===== config.mk =====
export PLATFORM = sky130hd
export DESIGN_NAME = bit_serializer_p2s
export DESIGN_NICKNAME = d
export VERILOG_FILES = /design/src/rtl/bit_serializer_p2s.sv
export SDC_FILE = /design/constraint.sdc
export NUM_CORES = 1
export LEC_CHECK = 0
export ABC_AREA = 1
export CAP_MARGIN = 40
export CORE_ASPECT_RATIO = 1.2
export CORE_MARGIN = 1
export CORE_UTILIZATION = 40
export CTS_CLUSTER_DIAMETER = 150
export DETAILED_ROUTE_END_ITERATION = 16
export MAX_ROUTING_LAYER = met4
export PLACE_DENSITY = 0.66
export SETUP_SLACK_MARGIN = 0.5
export SLEW_MARGIN = 0
export SYNTH_ARGS = -nofsm -noshare
export SYNTH_HDL_FRONTEND = slang
export SYNTH_SLANG_ARGS = --single-unit

===== constraint.sdc =====
create_clock -name clk -period 1.3 [get_ports clk]
set_clock_uncertainty 0.05 [all_clocks]
set_input_delay 0.26 -clock clk [delete_from_list [all_inputs] [get_ports clk]]
set_output_delay 0.26 -clock clk [all_outputs]
set_load 0.03 [all_outputs]

===== src/rtl/bit_serializer_p2s.sv =====
// Parallel-to-serial front end for the serial sequence detectors.
// A one-word holding register lets consecutive words stream with no idle bit between them.
module bit_serializer_p2s #(
    parameter int   WIDTH     = 8,
    parameter bit   MSB_FIRST = 1'b1,
    parameter logic IDLE_BIT  = 1'b0
) (
    input  logic             clk,
    input  logic             reset,
    input  logic [WIDTH-1:0] data_in,
    input  logic             data_valid,
    output logic             data_ready,
    output logic             ser_bit,
    output logic             ser_valid,
    output logic             word_start,
    output logic             busy
);

    localparam int CW = $clog2(WIDTH);
    localparam logic [CW-1:0] LAST_IDX = CW'(WIDTH - 1);

    logic [WIDTH-1:0] sr;
    logic [WIDTH-1:0] sr_shifted;
    logic [CW-1:0]    cnt;
    logic             active;
    logic [WIDTH-1:0] hold;
    logic             hold_full;

    logic take;
    logic last;
    logic free;
    logic bypass;

    always_comb begin
        take   = data_valid & !hold_full;
        last   = active & (cnt == LAST_IDX);
        free   = !active | last;
        // A word goes straight into the shifter only when nothing is waiting ahead of it.
        bypass = free & !hold_full & take;
        if (MSB_FIRST) begin
            sr_shifted = {sr[WIDTH-2:0], 1'b0};
        end else begin
            sr_shifted = {1'b0, sr[WIDTH-1:1]};
        end
    end

    always_ff @(posedge clk) begin
        if (reset) begin
            sr        <= '0;
            cnt       <= '0;
            active    <= 1'b0;
            hold      <= '0;
            hold_full <= 1'b0;
        end else begin
            if (free) begin
                if (hold_full) begin
                    sr     <= hold;
                    cnt    <= '0;
                    active <= 1'b1;
                end else if (take) begin
                    sr     <= data_in;
                    cnt    <= '0;
                    active <= 1'b1;
                end else begin
                    active <= 1'b0;
                end
            end else begin
                sr  <= sr_shifted;
                cnt <= cnt + CW'(1);
            end

            hold_full <= (hold_full & !(free & hold_full)) | (take & !(free & !hold_full));
            if (take && !bypass) begin
                hold <= data_in;
            end
        end
    end

    always_comb begin
        ser_bit    = active ? (MSB_FIRST ? sr[WIDTH-1] : sr[0]) : IDLE_BIT;
        ser_valid  = active;
        word_start = active & (cnt == '0);
        data_ready = !hold_full;
        busy       = active | hold_full;
    end

endmodule


## Word-level counts from Yosys, hierarchy flattened

Cells that the tools add are included.

| cells by class | value |
|---|---|
| $add $sub $neg | 1 |
| eq/ne operators | 2 |
| mux-type cells | 9 |
| bitwise logic cells | 12 |
| reductions and logical operators | 9 |

Operator list:

| cell | number |
|---|---|
| 8-bit 2-to-1 mux | 3 |
| 3-bit 2-to-1 mux | 3 |
| 1-bit AND | 8 |
| 1-bit zero test | 5 |
| 3-bit by 1-bit adder with 3-bit output, second input constant | 1 |
| 3-bit == test, second input constant | 1 |
| 3-bit zero test | 1 |
| 1-bit 2-to-1 mux | 3 |
| 3-bit != test, second input constant | 1 |
| 1-bit bitwise OR | 3 |
| 2-bit nonzero test | 1 |
| 2-bit OR reduction | 1 |
| 1-bit logical AND | 1 |
| 1-bit inverter | 1 |

| storage, ports and cells | value |
|---|---|
| register bits | 21 |
| input bits | 11 |
| output and inout bits | 5 |
| logic and storage cells | 39 |

## Longest topological paths before layout

| depth | value |
|---|---|
| depth in word-level cells | 7 |
| depth in mapped cells | 9 |
| gate-level depth less buffers | 8 |

## Least setup slack after synthesis

No wires, ideal clock.

| timing path | value |
|---|---|
| path kind | reg2reg |
| from | reg cnt[0] |
| to | reg cnt[1] |
| library setup time | 0.058 ns |
| arrival | 1.283 ns |
| required time | 1.192 ns |
| setup slack | -0.091 ns |
| cell stages (with the launch flop) | 9 |
| buffers on the path | 1 |
| period minus slack after synthesis | 1.391 ns |
| cells stage by stage | dfxtp_1 -> ha_1 -> ha_1 -> inv_1 -> nand2_2 -> buf_6 -> nor2_1 -> nand2_1 -> nand2_1 |

| on the way | value |
|---|---|
| cells in the longest elaborated chain, start to end | 4 |
| elaborated cells between the ends (all ways) | 6 |
| those cells by class | add/sub: 1; eq/ne: 2; mux: 1; bitwise: 2 |

RTL lines:

| item | RTL line | source |
|---|---|---|
| start, declared | 24 | `logic [CW-1:0] cnt;` |
| start signal, assigned | 69 | `cnt <= cnt + CW'(1);` |
| 3-bit == test | 36 | `last = active & (cnt == LAST_IDX);` |
| 1-bit AND | 36 |  |
| 1-bit bitwise OR | 37 | `free = !active \| last;` |
| 3-bit != test (no source line) / 3-bit 2-to-1 mux (equally long branches) | -- |  |

Parallel ways exist; a longest one is shown, timed or not.
A chain may end at the register's enable or synchronous reset.

## Worst setup path after layout

| timing path | value |
|---|---|
| from | reg cnt[0] |
| to | reg hold[7] |

| on the way | value |
|---|---|
| cells in the longest elaborated chain, start to end | 7 |

RTL lines:

| item | RTL line | source |
|---|---|---|
| 3-bit == test | 36 |  |
| 1-bit AND | 36 |  |
| 1-bit bitwise OR | 37 |  |
| 1-bit AND (2 in series) | 39 | `bypass = free & !hold_full & take;` |
| 1-bit zero test | 73 | `if (take && !bypass) begin` |
| 1-bit logical AND | 73 |  |
| end signal, assigned | 74 | `hold <= data_in;` |
| end, declared | 26 | `logic [WIDTH-1:0] hold;` |

Every way passes these cells.

==> results.yml <==
status:
  status: "complete, but fails checks"
  violated_checks: "setup timing"
synth:
  yosysTopAreaCellShare: 0.387
  synthCells: 167
  ys_dominant_reg_cell: "dfxtp_1"
  postSynthRegisterBits: 21
  synth.lib_cells_used.distinct: 18
  synthesis.area_sq_um: 1090
  seq_area_frac_synth: 0.387
  async_flop_share: 0
  synth-edff-count: 0
  netlist_top_cells_area: "dfxtp_1, nand2_1, nor2_1"
  yosys_warnings: 0
  post_synth_most_frequent_cells: "nand2_1, nor2_1, dfxtp_1"
  syn_avg_cell_area_sq_um: 6.51
  synth_top_area_cell: "dfxtp_1"
  synth_nets: 181
critical_path:
  regToRegStartpoint: "cnt[0]"
  crit_path_cell_trace: "buf_4 -> ha_4 -> ha_4 -> nor2_4 -> buf_12 -> nand2_4 -> o21ai_2 -> nor2_1"
  timing.setup.critical_path_class: "register to register"
  critical-path-slowest-cell: "dfxtp_2"
  critPathMostFrequentCell: "ha_4"
  startpoint_type: "register"
  ff2ff_setup_slack_ns: -0.19
  crit_required_ns: 1.46
  timing.critical_path.from: "cnt[0]"
  max_stage_delay_ns: 0.35
  crit_family: "flip-flops"
  critical_path.n_buffers_inverters: 2
  worstSetupEndpointType: "register"
  worst-path-max-fanout: 4
  cp.arrival_ns: 1.65
power_and_ir_drop:
  static-leakage-power_nw: 0.788
  vdd_drop_max_mv: 0.528
  cellPowerDensity_nw_per_um2: 886
  p_total_w: 0.00142
sta:
  final_period_minus_worst_setup_slack_ns: 1.49
  slew_headroom: 0.664
  period_share: 1.15
  maxSlewViolCount: 0
  setup_slack_of_the_critical_path_after_layout_ns: -0.191
  final-setup-viol-count: 20
  finalHoldViolCount: 0
  grt_setup_unrepaired: "true"
  worst-slew-pin-transition_ns: 0.503
  max_freq_mhz: 670
clock_network:
  clock_tree_from_tritoncts: "done"
  clk_latency_ns: 0.30
  clockBufferDepth: 2
  cts_sinks: 21
  cts-root-buf: "clkbuf_4"
  htreeDepth: 1
  worst_setup_hold_path_clk_slew_ns: 0.12
  cts_buffers: 3
detailed_routing:
  detailed_router_s_first_iteration_violation_count: 29
  first_pass_iters: 4
  detailroute.via_count: 1076
  vias_per_cell: 4.64
  totalWireLength_mm: 2.41
  drc_violation_count_after_routing: 0
  ant_nets: 0
  drt-wirelength-per-cell_um: 10.4
finish:
  antenna_cells: 0
  synthToLayoutAreaGrowth_pct: 47.5
  fin_cells: 232
  final_layout_size_suffix_gt1_frac: 0.342
  postLayoutCellArea_sq_um: 1600
  final_net_count: 214
  layout.filler_cells: 247
hold_path:
  hold_path_class: "register to register"
  hold_path_startpoint: "sr[0]"
placed_design:
  post-place-cells: 219
  post-dp-hpwl_mm: 1.70
  cell_area_placed_sq_um: 1370
  routabilityCongestion: 0.776
  io_buffers: 15
flow_run:
  maxCapViolations: 0
global_route:
  first_global_vias: 943
  grt_max_degree: 13
  global_route.overflow_total: 0
  grt_antenna_before_repair: 0
  grt_first_pass_wirelength_mm: 3.93
  grt.total_usage: 0.180
floorplanning:
  design.core.area_sq_um: 2550
  die-area_sq_um: 2930
  std_cell_rows: 20
  start_util: 0.426
  die-width_um: 49.6
  io_pins: 16
  height_of_the_die_um: 59.1
[repair_timing]
item	CTS	global route
setup endpoints to repair	26	26
gates cloned	0	1
gates resized for setup	30	14
setup buffers	5	3
hold buffers	0	0
pin swaps	6	16
[routing by layer]
layer,up-vias,share of wire,GRT usage
li1,573,-,-
met1,486,0.44,0.214
met2,15,0.52,0.307
met3,2,0.022,0.0231
met4,0,0.0083,0.0735
met5,-,0,-
[layout by cell type, fill, tap and decap left out, drive strengths merged]
| cell | synthesis | layout |
|---|---|---|
| ha | 3 | 3 |
| clkbuf | 0 | 4 |
| a21oi | 2 | 2 |
| o21ai | 9 | 9 |
| nor2 | 48 | 48 |
| clkinvlp | 0 | 1 |
| nand2 | 47 | 48 |
| inv | 20 | 20 |
| nor3 | 1 | 1 |
| nand3 | 9 | 9 |
| buf | 6 | 23 |
| clkdlybuf4s50 | 0 | 10 |
| dfxtp | 21 | 21 |
[worst register-to-register path: cells and delay by family (launching register included)]
kind / cells / cell delay [ns]
compound gates: 1 / 0.16
simple gates: 3 / 0.26
buf+inv: 2 / 0.27
flops: 1 / 0.35
fa+ha+maj: 2 / 0.32
[cells by family after synthesis]
group                    count (synthesis)  share of synthesized area
AO/OA/AOI/OAI                           11                     0.0506
adder cells (fa/ha/maj)                  3                     0.0345
flip-flops                              21                      0.387
buffers and inverters                   27                      0.124
AND/OR/NAND/NOR                        105                      0.404
[path summary, 6_finish.rpt]
path / depth (start not counted) / endpoint
min reg2reg: 2 / sr[1]
min: 2 / sr[1]
max: 8 / hold[7]
max reg2reg: 8 / hold[7]
[final cells by class]
class / count / area, sq um / area share
clock buffers: 4 / 26.3 / 0.0164
inverters: 21 / 97.6 / 0.0608
multi-input cells: 120 / 684 / 0.427
flip-flops and latches: 21 / 432 / 0.269
well taps: 33 / 41.3 / 0.0257
repair buffers: 33 / 323 / 0.201
[sequential cells by signal, indices dropped and copies added (netlist names)]
register   flops
sr             8
hold           8
ser_valid      1
cnt            3
hold_full      1
[metrics by stage]
| step | setup TNS [ns] | hold slack, ns | setup WS (ns) | utilization |
|---|---|---|---|---|
| after floorplan | 0 | 0.374 | 0.0553 | - |
| after global placement | -2.49 | 0.402 | -0.185 | 0.536 |
| after detailed placement | -2.96 | 0.409 | -0.228 | 0.536 |
| after CTS | -2.90 | 0.427 | -0.213 | 0.590 |
| after global routing | -4.54 | 0.443 | -0.262 | 0.628 |
| final | -2.94 | 0.417 | -0.191 | 0.628 |
[power by group]
part | leakage, nW | internal [W] | switching [W]
clock | 0.0150 | 0.000119 | 0.000193
sequential | 0.175 | 0.000685 | 0.0000311
combinational | 0.598 | 0.000185 | 0.000207
Note: power is estimated with default switching activity, not from simulation.
